==> config.mk <==
export PLATFORM = sky130hd
export DESIGN_NAME = mem_stage
export DESIGN_NICKNAME = d
export VERILOG_FILES = /design/src/rtl/arm_pkg.sv /design/src/rtl/mem_wb_reg.sv /design/src/rtl/mem_stage.sv
export SDC_FILE = /design/constraint.sdc
export NUM_CORES = 1
export LEC_CHECK = 0
export ABC_AREA = 1
export BUFFER_PORTS_ARGS = -buffer_cell sky130_fd_sc_hd__clkbuf_2
export CAP_MARGIN = 30
export CORE_MARGIN = 2
export CORE_UTILIZATION = 50
export CTS_BUF_LIST = sky130_fd_sc_hd__clkbuf_4
export DETAILED_ROUTE_END_ITERATION = 8
export GPL_TIMING_DRIVEN = 0
export PLACE_DENSITY = 0.89
export SYNTH_ARGS = -nofsm -noshare
export SYNTH_HDL_FRONTEND = slang
export SYNTH_SLANG_ARGS = --single-unit
export TNS_END_PERCENT = 30
==> constraint.sdc <==
create_clock -name clk -period 1.34 [get_ports clk]
set_input_delay 0.201 -clock clk [delete_from_list [all_inputs] [get_ports clk]]
set_output_delay 0.201 -clock clk [all_outputs]
set_load 0.1 [all_outputs]
==> src/rtl/arm_pkg.sv <==
// Shared definitions for the ARM pipeline memory stage.
//   DATA_W    : width of pipeline data/address values
//   ADDR_W    : word-address width toward the SRAM controller
//   BASE_ADDR : byte address that maps to memory word 0
//   REG_W     : register-file index width
//   mem_state_t : memory-stage sequencing states
package arm_pkg;
  localparam int DATA_W    = 32;
  localparam int ADDR_W    = 16;
  localparam int BASE_ADDR = 1024;
  localparam int REG_W     = 4;

  typedef enum logic [1:0] {
    IDLE   = 2'd0,
    ACCESS = 2'd1,
    DONE   = 2'd2
  } mem_state_t;
endpackage

==> src/rtl/mem_wb_reg.sv <==
// MEM/WB pipeline register.
// Ports:
//   clk, rst           : clock, synchronous active-low reset
//   load               : capture the d_* fields this edge
//   bubble             : when loading, insert an empty slot instead of d_*
//   d_*                : next values for the write-back fields
//   valid_out .. mem_read_value : registered write-back fields
module mem_wb_reg
  import arm_pkg::*;
#(
  parameter int WIDTH = DATA_W
) (
  input  logic             clk,
  input  logic             rst,
  input  logic             load,
  input  logic             bubble,
  input  logic             d_valid,
  input  logic             d_wb_en,
  input  logic             d_mem_r_en,
  input  logic [REG_W-1:0] d_dest,
  input  logic [WIDTH-1:0] d_alu,
  input  logic [WIDTH-1:0] d_rdata,
  output logic             valid_out,
  output logic             wb_en,
  output logic             mem_r_en_out,
  output logic [REG_W-1:0] dest,
  output logic [WIDTH-1:0] alu_result_out,
  output logic [WIDTH-1:0] mem_read_value
);

  always_ff @(posedge clk) begin
    if (!rst || (load && bubble)) begin
      valid_out      <= 1'b0;
      wb_en          <= 1'b0;
      mem_r_en_out   <= 1'b0;
      dest           <= '0;
      alu_result_out <= '0;
      mem_read_value <= '0;
    end else if (load) begin
      valid_out      <= d_valid;
      wb_en          <= d_wb_en;
      mem_r_en_out   <= d_mem_r_en;
      dest           <= d_dest;
      alu_result_out <= d_alu;
      mem_read_value <= d_rdata;
    end
  end

endmodule

==> src/rtl/mem_stage.sv <==
// Memory-access stage of the 5-stage ARM pipeline with integrated MEM/WB
// register.
// Ports:
//   clk, rst                       : clock, synchronous active-low reset
//   valid_in, MEM_R_EN, MEM_W_EN,
//   WB_EN_in, Dest_in, ALU_result,
//   Val_Rm                         : instruction from the EXE/MEM register
//   mem_req, mem_we, mem_addr,
//   mem_wdata, mem_ack, mem_rdata  : SRAM controller request/ack port
//   freeze                         : stall for upstream registers and PC
//   valid_out, WB_EN, MEM_R_EN_out,
//   Dest, ALU_result_out,
//   Mem_read_value                 : registered write-back fields
//   state                          : current sequencing state (debug)
//
// Handshake: a request is raised with mem_req=1 and mem_we/mem_addr/mem_wdata
// held stable until the controller returns a single-cycle mem_ack (read data
// valid in that same cycle); mem_req drops at the edge that samples mem_ack.
// mem_ack is only honoured while a request is outstanding.
module mem_stage
  import arm_pkg::*;
#(
  parameter int DATA_W    = arm_pkg::DATA_W,
  parameter int ADDR_W    = arm_pkg::ADDR_W,
  parameter int BASE_ADDR = arm_pkg::BASE_ADDR
) (
  input  logic              clk,
  input  logic              rst,
  input  logic              valid_in,
  input  logic              MEM_R_EN,
  input  logic              MEM_W_EN,
  input  logic              WB_EN_in,
  input  logic [REG_W-1:0]  Dest_in,
  input  logic [DATA_W-1:0] ALU_result,
  input  logic [DATA_W-1:0] Val_Rm,
  output logic              mem_req,
  output logic              mem_we,
  output logic [ADDR_W-1:0] mem_addr,
  output logic [DATA_W-1:0] mem_wdata,
  input  logic              mem_ack,
  input  logic [DATA_W-1:0] mem_rdata,
  output logic              freeze,
  output logic              valid_out,
  output logic              WB_EN,
  output logic              MEM_R_EN_out,
  output logic [REG_W-1:0]  Dest,
  output logic [DATA_W-1:0] ALU_result_out,
  output logic [DATA_W-1:0] Mem_read_value,
  output mem_state_t        state
);

  mem_state_t        state_next;
  logic              mem_op;
  logic [ADDR_W-1:0] addr_word;
  logic [DATA_W-1:0] rdata_q;

  logic              wb_load;
  logic              wb_bubble;
  logic              d_valid;
  logic              d_wb_en;
  logic              d_mem_r_en;
  logic [DATA_W-1:0] d_rdata;

  assign mem_op = valid_in & (MEM_R_EN | MEM_W_EN);

  // Rebase to memory word 0 and drop the byte offset; addresses below the
  // base simply wrap within the word-address space.
  assign addr_word = ADDR_W'((ALU_result - DATA_W'(BASE_ADDR)) >> 2);

  always_comb begin
    state_next = state;
    freeze     = 1'b0;
    wb_load    = 1'b0;
    wb_bubble  = 1'b0;
    d_valid    = 1'b0;
    d_wb_en    = 1'b0;
    d_mem_r_en = 1'b0;
    d_rdata    = '0;
    case (state)
      IDLE: begin
        freeze  = mem_op;
        wb_load = 1'b1;
        if (mem_op) begin
          wb_bubble  = 1'b1;
          state_next = ACCESS;
        end else begin
          d_valid = valid_in;
          d_wb_en = WB_EN_in & valid_in;
        end
      end
      ACCESS: begin
        freeze = 1'b1;
        if (mem_ack) state_next = DONE;
      end
      DONE: begin
        // The instruction is still presented this cycle; retire it and return
        // to IDLE so it is not issued a second time.
        wb_load    = 1'b1;
        d_valid    = 1'b1;
        d_wb_en    = WB_EN_in;
        d_mem_r_en = MEM_R_EN & ~MEM_W_EN;
        d_rdata    = rdata_q;
        state_next = IDLE;
      end
      default: state_next = IDLE;
    endcase
  end

  always_ff @(posedge clk) begin
    if (!rst) begin
      state     <= IDLE;
      mem_req   <= 1'b0;
      mem_we    <= 1'b0;
      mem_addr  <= '0;
      mem_wdata <= '0;
      rdata_q   <= '0;
    end else begin
      state <= state_next;
      case (state)
        IDLE: begin
          if (mem_op) begin
            mem_req   <= 1'b1;
            mem_we    <= MEM_W_EN;
            mem_addr  <= addr_word;
            mem_wdata <= Val_Rm;
          end
        end
        ACCESS: begin
          if (mem_ack) begin
            mem_req <= 1'b0;
            rdata_q <= mem_we ? '0 : mem_rdata;
          end
        end
        default: ;
      endcase
    end
  end

  mem_wb_reg #(.WIDTH(DATA_W)) u_mem_wb_reg (
    .clk            (clk),
    .rst            (rst),
    .load           (wb_load),
    .bubble         (wb_bubble),
    .d_valid        (d_valid),
    .d_wb_en        (d_wb_en),
    .d_mem_r_en     (d_mem_r_en),
    .d_dest         (Dest_in),
    .d_alu          (ALU_result),
    .d_rdata        (d_rdata),
    .valid_out      (valid_out),
    .wb_en          (WB_EN),
    .mem_r_en_out   (MEM_R_EN_out),
    .dest           (Dest),
    .alu_result_out (ALU_result_out),
    .mem_read_value (Mem_read_value)
  );

endmodule

==> results of run 1 <==
-- cell families after synthesis --
kind of cell / share of synthesized area
fa+ha+maj: 0.00220
buf+inv: 0.0669
xor+xnor: 0.00308
flops: 0.546
compound gates: 0.147
simple gates: 0.235
-- stage by stage --
step | cell area, sq um | worst slack, ns
after detailed placement | 7020 | -0.379
after global placement | 7020 | -0.382
after floorplan | 5700 | -0.300
-- cells in the mapped netlist, drive strengths merged --
library cell / instances
o21ai: 84
xnor2: 1
dfxtp: 155
nor3: 1
nand2: 140
xor2: 1
a21oi: 81
ha: 1
clkbuf: 23
nand4: 2
nand3: 69
inv: 21
nor2: 107
or2: 1
buf: 31
==> impl_metrics.json, run 1 <==
{
  "hold_buffers": 101,
  "synth_area_leader_cell": "dfxtp_1",
  "cts_resized": 504,
  "ys_ff_latch": 155,
  "error_line": "[ERROR DPL-0038] Utilization greater than 100%, impossible to legalize",
  "fp.dieH_um": 111,
  "synth_top_area_frac": 0.546,
  "gp_congestion": 0.844,
  "netlist_top_cells_area": "dfxtp_1 55%, nand2_1 9.0%, nor2_1 7.0%",
  "dp_cells": 1087,
  "syn-instance-count": 718,
  "rows": 38,
  "syn-mean-instance-area_sq_um": 7.92,
  "hpwl_mm": 11.9,
  "cts_buffers": 17,
  "clock_path_buffers": 2,
  "pin_count": 231,
  "yosysUniqueCellTypes": 25,
  "synth_nets": 826,
  "clock_sinks": 155,
  "syn_area_sq_um": 5680,
  "initial_utilization": 0.518,
  "die_w_um": 111,
  "yosysWarnings": 0,
  "ys_seq_area_frac": 0.546,
  "postCtsSetupRepairBufs": 10,
  "failing_step": "4_1_cts",
  "status": "aborted with a tool error",
  "cts_root_buf": "clkbuf_4",
  "htreeDepth": 4,
  "port_buffers": 229
}
==> run 2: changes to the inputs <==
--- a/config.mk
+++ b/config.mk
@@ -9,11 +9,10 @@
 export BUFFER_PORTS_ARGS = -buffer_cell sky130_fd_sc_hd__clkbuf_2
 export CAP_MARGIN = 30
 export CORE_MARGIN = 2
-export CORE_UTILIZATION = 50
-export CTS_BUF_LIST = sky130_fd_sc_hd__clkbuf_4
+export CORE_UTILIZATION = 38
 export DETAILED_ROUTE_END_ITERATION = 8
 export GPL_TIMING_DRIVEN = 0
-export PLACE_DENSITY = 0.89
+export PLACE_DENSITY_LB_ADDON = 0.15
 export SYNTH_ARGS = -nofsm -noshare
 export SYNTH_HDL_FRONTEND = slang
 export SYNTH_SLANG_ARGS = --single-unit
==> impl_metrics.json, run 2 <==
{
  "worst-r2r-setup-slack_ns": -0.19,
  "synth_area_leader_cell": "dfxtp_1",
  "worst_slack_ns": -0.371,
  "syn-instance-count": 718,
  "r2r-start": "state[1]",
  "fp.dieH_um": 126,
  "netlist_top_cells_area": "dfxtp_1 55%, nand2_1 9.0%, nor2_1 7.0%",
  "nets": 1122,
  "max-slew-margin-rel": 0.649,
  "grtUsageTotal": 0.218,
  "hold_depth": 3,
  "finalHoldViolations": 0,
  "seqCellArea_sq_um": 3110,
  "diodes": 0,
  "slew_viol_final": 0,
  "clock_path_buffers": 2,
  "ys_top_cells_by_count": "155 x dfxtp_1, 137 x nand2_1, 106 x nor2_1",
  "grt_pass1_vias": 5555,
  "syn-mean-instance-area_sq_um": 7.92,
  "maxCapViolCount": 0,
  "rsz0062_at_grt": "yes",
  "area.growth.synth_to_final_pct": 50.8,
  "final_cells": 1211,
  "fp.coreArea_sq_um": 14600,
  "dp_cells": 1131,
  "rows": 44,
  "layout_min_cycle_time_ns": 1.71,
  "multi_input_area_sq_um": 2240,
  "synth_most_common_cell": "dfxtp_1",
  "grt_pass1_wl_mm": 27.7,
  "ant_nets": 0,
  "synth_nets": 826,
  "worst_path_most_repeated_cell": "buf_8",
  "setup_violations": 133,
  "clk-insertion-delay-late_ns": 0.43,
  "status": "finished with violations",
  "yosysUniqueCellTypes": 25,
  "drt-pass1-iter-count": 4,
  "max_slew.worst_pin.slew_ns": 0.527,
  "first_iter_violations": 341,
  "ys_ff_latch": 155,
  "cts_buffers": 17,
  "slowest_delay_ns": 0.35,
  "clock_sinks": 155,
  "syn_area_sq_um": 5680,
  "drive_gt1_frac": 0.309,
  "critPathKind": "reg -> out",
  "ys.flop_type": "dfxtp_1",
  "die_w_um": 126,
  "fp.dieArea_sq_um": 16000,
  "cts_tree": "built",
  "r2r_end": "rdata_q[5]",
  "async_flop_share": 0,
  "hold_class": "in -> reg",
  "pin_count": 231,
  "synth_edf_count": 0,
  "setup-tns-final_ns": -8.45,
  "htreeDepth": 4,
  "holdPathEnd": "mem_wdata[30]",
  "required_ns": 1.14,
  "wl_per_cell_um": 14.6,
  "gr-total-overflow": 0,
  "total_power_w": 0.0131,
  "ys_seq_area_frac": 0.546,
  "min_from": "Val_Rm[30]",
  "synth_top_area_frac": 0.546,
  "initial_utilization": 0.390,
  "min_period_over_period": 1.28,
  "end_kind": "output port",
  "yosysWarnings": 0,
  "violations": "negative setup slack",
  "wirelength_mm": 17.6,
  "cts_root_buf": "clkbuf_16",
  "grt_antenna_before_repair": 0,
  "hpwl_mm": 12.2,
  "fmax_ghz": 0.584,
  "cp-start-kind": "flip-flop",
  "post-place-ws_ns": -0.437,
  "cp_max_fo": 2,
  "fillers": 1417,
  "cellLeakagePower_nw": 3.89,
  "grt_max_degree": 17,
  "vias": 5823,
  "clkTransAtPathRegs_ns": 0.07,
  "arrival_ns": 1.51,
  "powerDensity_nw_per_um2": 1530,
  "cp_slowest_cell": "dfxtp_4",
  "peakVddDrop_mv": 1.15,
  "reg2reg_depth": 7,
  "layout_commonest_cell": "dfxtp_1",
  "layout_common_cells": "152 x dfxtp_1, 136 x nand2_1, 107 x clkbuf_2",
  "avgViaCountPerCell": 4.81,
  "cp_cell_sequence": "buf_8 > inv_6 > nand4_4 > buf_6 > buf_8 > nand2_4 > clkbuf_16",
  "port_buffers": 229,
  "drc": 0,
  "fin_skew_ns": 0.00968,
  "hold_slack_ns": 0.000315,
  "gp_congestion": 0.827
}
[run 2: cell counts after synthesis]
No cell type changed its count.
[run 2: cells by family after synthesis]
| family | Yosys count | share of synthesized area |
|---|---|---|
| XOR/XNOR | 2 | 0.00308 |
| adder cells (fa/ha/maj) | 1 | 0.00220 |
| AO/OA/AOI/OAI | 165 | 0.147 |
| buffers and inverters | 75 | 0.0669 |
| AND/OR/NAND/NOR | 320 | 0.235 |
| flip-flops | 155 | 0.546 |
[run 2: critical path, delay by kind of cell, from the launching register on]
family / cells / cell delay [ns]
flip-flops: 1 / 0.35
AND/OR/NAND/NOR: 2 / 0.13
buffers and inverters: 5 / 0.60
[run 2: timing repair]
action | CTS | global route
gates cloned | 0 | 1
hold buffers | 38 | 0
endpoints found under the setup margin | 260 | 165
hold endpoints to repair | 38 | 0
pin swaps | 1 | 3
resized for setup | 137 | 32
buffers inserted | 4 | 5
[run 2: area by class of cell]
class / count / share of cell area
Inverter: 21 / 0.0107
Clock inverter: 10 / 0.0191
Sequential cell: 155 / 0.363
Multi-Input combinational cell: 489 / 0.261
Clock buffer: 22 / 0.0530
Timing Repair Buffer: 276 / 0.227
Buffer: 54 / 0.0391
Tap cell: 184 / 0.0268
[run 2: stage by stage]
step	area (sq um)	utilization
final	8570	0.588
after global routing	8570	0.588
after CTS	8480	0.581
after detailed placement	7070	0.485
after global placement	7070	0.485
after floorplan	5700	-
[run 2: report_power, final]
part / switching (W) / total [W] / internal, W
combinational: 0.00233 / 0.00309 / 0.000758
sequential: 0.000128 / 0.00498 / 0.00485
clock: 0.00186 / 0.00504 / 0.00317
total: 0.00433 / 0.0131 / 0.00878
[run 2: worst max path at each step]
stage | from | cells after the start | endpoint | slack (ns)
5_1_grt | state[1] | 7 | freeze | -0.43
4_1_cts | state[1] | 7 | freeze | -0.39
3_5_place_dp | state[0] | 6 | freeze | -0.44
3_3_place_gp | state[0] | 6 | freeze | -0.42
6_report | state[1] | 7 | freeze | -0.37
2_1_floorplan | state[1] | 6 | freeze | -0.30
[run 2: per-layer routing]
layer / global-route usage / share of wire / vias to the layer above
met4: 0.0931 / 0.023 / 0
li1: - / - / 2960
met5: 0 / 0 / -
met1: 0.283 / 0.44 / 2644
met2: 0.339 / 0.46 / 188
met3: 0.0654 / 0.069 / 31
Power figures use the tool's default switching activity.
==> run 3: changes to the inputs <==
==> constraint.sdc (replaced) <==
create_clock -name clk -period 2.1 [get_ports clk]
set_input_delay 0.315 -clock clk [delete_from_list [all_inputs] [get_ports clk]]
set_output_delay 0.315 -clock clk [all_outputs]
set_load 0.1 [all_outputs]
==> impl_metrics.json, run 3 (same netlist as run 2, synthesis figures left out) <==
{
  "status": "finished clean",
  "area.growth.synth_to_final_pct": 35.0,
  "cp_max_fo": 10,
  "maxCapViolCount": 0,
  "rows": 44,
  "end_kind": "output port",
  "min_period_over_period": 0.941,
  "seqCellArea_sq_um": 3110,
  "hold_buffers": 0,
  "rsz0062_at_grt": "no",
  "fin_skew_ns": 0.00665,
  "pin_count": 231,
  "grt_max_degree": 17,
  "place_area_sq_um": 7070,
  "cts_resized": 3,
  "cts_root_buf": "clkbuf_16",
  "fp.coreArea_sq_um": 14600,
  "clock_path_buffers": 2,
  "fp.dieArea_sq_um": 16000,
  "powerDensity_nw_per_um2": 1050,
  "clk-insertion-delay-late_ns": 0.41,
  "drc": 0,
  "multi_input_area_sq_um": 2200,
  "postCtsSetupRepairBufs": 0,
  "die_w_um": 126,
  "port_buffers": 229,
  "nets": 1074,
  "critPathKind": "reg -> out",
  "setup_violations": 0,
  "utilization": 0.526,
  "slew_viol_final": 0,
  "clkTransAtPathRegs_ns": 0.06,
  "vias": 5562,
  "hold_class": "in -> reg",
  "ant_nets": 0,
  "hpwl_mm": 12.2,
  "fmax_ghz": 0.506,
  "grt_pass1_vias": 5106,
  "worst-r2r-setup-slack_ns": 0.63,
  "first_iter_violations": 327,
  "final_cells": 1160,
  "drt-pass1-iter-count": 4,
  "clock_sinks": 155,
  "finalHoldViolations": 0,
  "arrival_ns": 1.66,
  "r2r-start": "state[0]",
  "layout_commonest_cell": "clkbuf_2",
  "fp.dieH_um": 126,
  "cts_buffers": 17,
  "grt_pass1_wl_mm": 26.0,
  "max-slew-margin-rel": 0.610,
  "required_ns": 1.78,
  "avgViaCountPerCell": 4.79,
  "setup-tns-final_ns": 0,
  "fillers": 1485,
  "crit_start": "state[1]",
  "grtUsageTotal": 0.205,
  "dp_cells": 1131,
  "grt_antenna_before_repair": 0,
  "wl_per_cell_um": 14.3,
  "cts_tree": "built",
  "wirelength_mm": 16.5,
  "cp-start-kind": "flip-flop",
  "cellLeakagePower_nw": 3.60,
  "htreeDepth": 4,
  "initial_utilization": 0.390,
  "design_area_sq_um": 7670,
  "max_slew.worst_pin.slew_ns": 0.587,
  "layout_common_cells": "228 x clkbuf_2, 153 x dfxtp_1, 136 x nand2_1",
  "peakVddDrop_mv": 0.694,
  "min_from": "ALU_result[10]",
  "diodes": 0,
  "total_power_w": 0.00809,
  "gr-total-overflow": 0,
  "gp_congestion": 0.836,
  "drive_gt1_frac": 0.305,
  "layout_min_cycle_time_ns": 1.98
}
run 3: cell count changes in the layout (fill, tap and decap cells not counted), moves of 2 or more:
cell,delta
buf_12,-3
buf_4,-20
clkbuf_4,-106
nor2_1,+3
clkbuf_8,-2
clkbuf_1,+2
dlygate4sd3_1,-38
dfxtp_4,-2
nor2_2,-3
clkbuf_2,+121
run 3: worst paths after layout:
path                               endpoint  depth (start not counted)
max                                  freeze                          7
min                             mem_addr[8]                          2
max reg2reg                      rdata_q[4]                          5
min reg2reg  u_mem_wb_reg.mem_read_value[5]                          2
run 3: worst max-delay path, cell delays in order (launching register included):
cell,delay (ns)
dfxtp_2,0.32
buf_6,0.14
inv_6,0.07
nand4_2,0.10
buf_4,0.20
buf_6,0.15
nand2_2,0.07
buf_8,0.20
run 3: layout make-up:
type,count,share of cell area
sequential,155,0.405
multi-input combinational,488,0.287
timing repair buffer,229,0.151
clock buffer,21,0.0587
buffer,54,0.0386
tap,184,0.0300
clock inverter,8,0.0189
inverter,21,0.0113
run 3: per-stage QoR:
stage | setup WS, ns | hold WS, ns
final | 0.123 | 0.119
after global routing | 0.0190 | 0.103
after CTS | 0.0621 | 0.0967
after detailed placement | 0.229 | 0.444
after global placement | 0.233 | 0.439
after floorplan | 0.217 | 0.404
run 3: power by group:
part / internal (W) / switching [W]
registers: 0.00310 / 0.0000789
clock network: 0.00200 / 0.00114
logic: 0.000327 / 0.00145
run 3: layer usage:
layer  track usage  wire (um)  vias up
met5             0          0        -
met4        0.0549        223        0
met3        0.0747       1250       15
met2         0.314       7390      167
met1         0.276       7660     2528
li1              -          -     2852
==> run 4: changes to the inputs <==
--- a/config.mk
+++ b/config.mk
@@ -5,7 +5,7 @@
 export SDC_FILE = /design/constraint.sdc
 export NUM_CORES = 1
 export LEC_CHECK = 0
-export ABC_AREA = 1
+export ABC_AREA = 0
 export BUFFER_PORTS_ARGS = -buffer_cell sky130_fd_sc_hd__clkbuf_2
 export CAP_MARGIN = 30
 export CORE_MARGIN = 2
==> impl_metrics.json, run 4 <==
{
  "wirelength_mm": 16.4,
  "rows": 44,
  "layout_commonest_cell": "clkbuf_2",
  "yosysUniqueCellTypes": 34,
  "drive_gt1_frac": 0.340,
  "end_kind": "output port",
  "arrival_ns": 1.71,
  "max-slew-margin-rel": 0.499,
  "cellLeakagePower_nw": 3.30,
  "gp_congestion": 0.771,
  "area.growth.synth_to_final_pct": 36.8,
  "grtUsageTotal": 0.203,
  "ant_nets": 0,
  "avgViaCountPerCell": 5.15,
  "clk-insertion-delay-late_ns": 0.42,
  "peakVddDrop_mv": 0.572,
  "synth_area_leader_cell": "dfxtp_1",
  "setup_violations": 0,
  "drt-pass1-iter-count": 4,
  "fp.coreArea_sq_um": 14500,
  "hpwl_mm": 12.0,
  "ys_top_cells_by_count": "155 x dfxtp_1, 84 x a21oi_1, 44 x o21ai_0",
  "synth_edf_count": 0,
  "powerDensity_nw_per_um2": 1020,
  "utilization": 0.532,
  "fmax_ghz": 0.493,
  "clock_sinks": 155,
  "finalHoldViolations": 0,
  "fillers": 1396,
  "clock_path_buffers": 2,
  "final_cells": 1045,
  "nets": 956,
  "netlist_top_cells_area": "dfxtp_1 55%, a21oi_1 7.4%, mux2i_1 6.4%",
  "htreeDepth": 4,
  "grt_antenna_before_repair": 0,
  "dp_cells": 1010,
  "synth_nets": 704,
  "gr-total-overflow": 0,
  "cp_max_fo": 10,
  "layout_min_cycle_time_ns": 2.03,
  "cts_root_buf": "clkbuf_16",
  "fin_skew_ns": 0.00654,
  "drc": 0,
  "slew_viol_final": 0,
  "port_buffers": 230,
  "grt_pass1_vias": 5180,
  "fp.dieArea_sq_um": 15900,
  "initial_utilization": 0.389,
  "cts_tree": "built",
  "synth_top_area_frac": 0.550,
  "diodes": 0,
  "cts_buffers": 17,
  "ys_ff_latch": 155,
  "vias": 5384,
  "min_period_over_period": 0.966,
  "syn-mean-instance-area_sq_um": 9.47,
  "first_iter_violations": 327,
  "synth_most_common_cell": "dfxtp_1",
  "hold_buffers": 0,
  "critPathKind": "reg -> out",
  "required_ns": 1.78,
  "fp.dieH_um": 126,
  "pin_count": 231,
  "max_slew.worst_pin.slew_ns": 0.751,
  "syn_area_sq_um": 5650,
  "status": "finished clean",
  "hold_class": "in -> reg",
  "ys.flop_type": "dfxtp_1",
  "syn-instance-count": 596,
  "ys_seq_area_frac": 0.550,
  "grt_pass1_wl_mm": 25.8,
  "die_w_um": 126,
  "maxCapViolCount": 0,
  "yosysWarnings": 0,
  "grt_max_degree": 17,
  "clkTransAtPathRegs_ns": 0.06,
  "cp-start-kind": "flip-flop",
  "layout_common_cells": "229 x clkbuf_2, 154 x dfxtp_1, 84 x a21oi_1",
  "rsz0062_at_grt": "yes",
  "async_flop_share": 0,
  "wl_per_cell_um": 15.7
}
## run 4: cell count changes after synthesis, sizes merged, moves of 29 or more
cell,change
nor2,-65
nand3,-29
a22o,+32
o21ai,-39
nand2,-103
nand3b,+32
mux2i,+36
## run 4: logic make-up (layout without fill, tap and decap cells)
| kind of cell | after synthesis | count (layout) | share of synthesized area |
|---|---|---|---|
| flops | 155 | 155 | 0.550 |
| fa+ha+maj | 1 | 1 | 0.00222 |
| simple gates | 169 | 169 | 0.155 |
| xor+xnor | 3 | 3 | 0.00465 |
| mux | 36 | 36 | 0.0638 |
| buf+inv | 59 | 324 | 0.0432 |
| compound gates | 173 | 173 | 0.181 |
## run 4: worst max-delay path: stages (launching register included)
cell,delay [ns]
dfxtp_1,0.33
buf_4,0.18
nor3b_4,0.26
buf_8,0.14
nand2_1,0.09
nand2_4,0.08
clkbuf_16,0.19
## run 4: repair_timing
action                     in CTS  in global routing
pin swaps                       1                  1
hold endpoints to repair        0                  0
setup endpoints to repair       2                  5
gates resized for setup        12                  4
buffers inserted                1                  2
## run 4: final cells by class
type / count / area, sq um / share of cell area
tap: 184 / 230 / 0.0298
multi-input combinational: 382 / 2320 / 0.300
inverter: 5 / 18.8 / 0.00243
timing repair buffer: 233 / 1190 / 0.155
clock inverter: 13 / 168 / 0.0217
buffer: 54 / 246 / 0.0319
clock buffer: 19 / 443 / 0.0573
sequential: 155 / 3100 / 0.402
## run 4: final timing paths
kind | from | to | slack [ns] | cells after the start
setup / recovery | state[1] | freeze | 0.07 | 6
hold / removal | mem_rdata[8] | rdata_q[8] | 0.11 | 2
setup reg to reg | state[0] | u_mem_wb_reg.alu_result_out[29] | 0.18 | 5
hold reg to reg | u_mem_wb_reg.mem_read_value[16] | u_mem_wb_reg.mem_read_value[16] | 0.45 | 2
## run 4: where the power goes
| part | switching [W] | internal [W] |
|---|---|---|
| logic | 0.00126 | 0.000342 |
| clock network | 0.00124 | 0.00191 |
| registers | 0.0000700 | 0.00308 |
| total | 0.00257 | 0.00533 |
## run 4: metal layers
layer	track usage	wire, um	vias to the layer above
met5	0	0	-
met2	0.338	7930	190
met4	0.0711	283	0
met3	0.0582	1070	29
met1	0.252	7140	2547
li1	-	-	2618
## run 4: stage by stage
stage	power (W)	instance area, sq um	worst slack [ns]	hold WS, ns	setup TNS [ns]
2_1_floorplan	0.00442	5660	-0.127	0.412	-1.48
3_3_place_gp	0.00477	7040	-0.364	0.437	-0.364
3_5_place_dp	0.00478	7040	-0.390	0.445	-0.390
4_1_cts	0.00794	7710	0.00830	0.0905	0
5_1_grt	0.00817	7720	-0.0138	0.105	-0.0178
6_report	0.00790	7720	0.0714	0.107	0
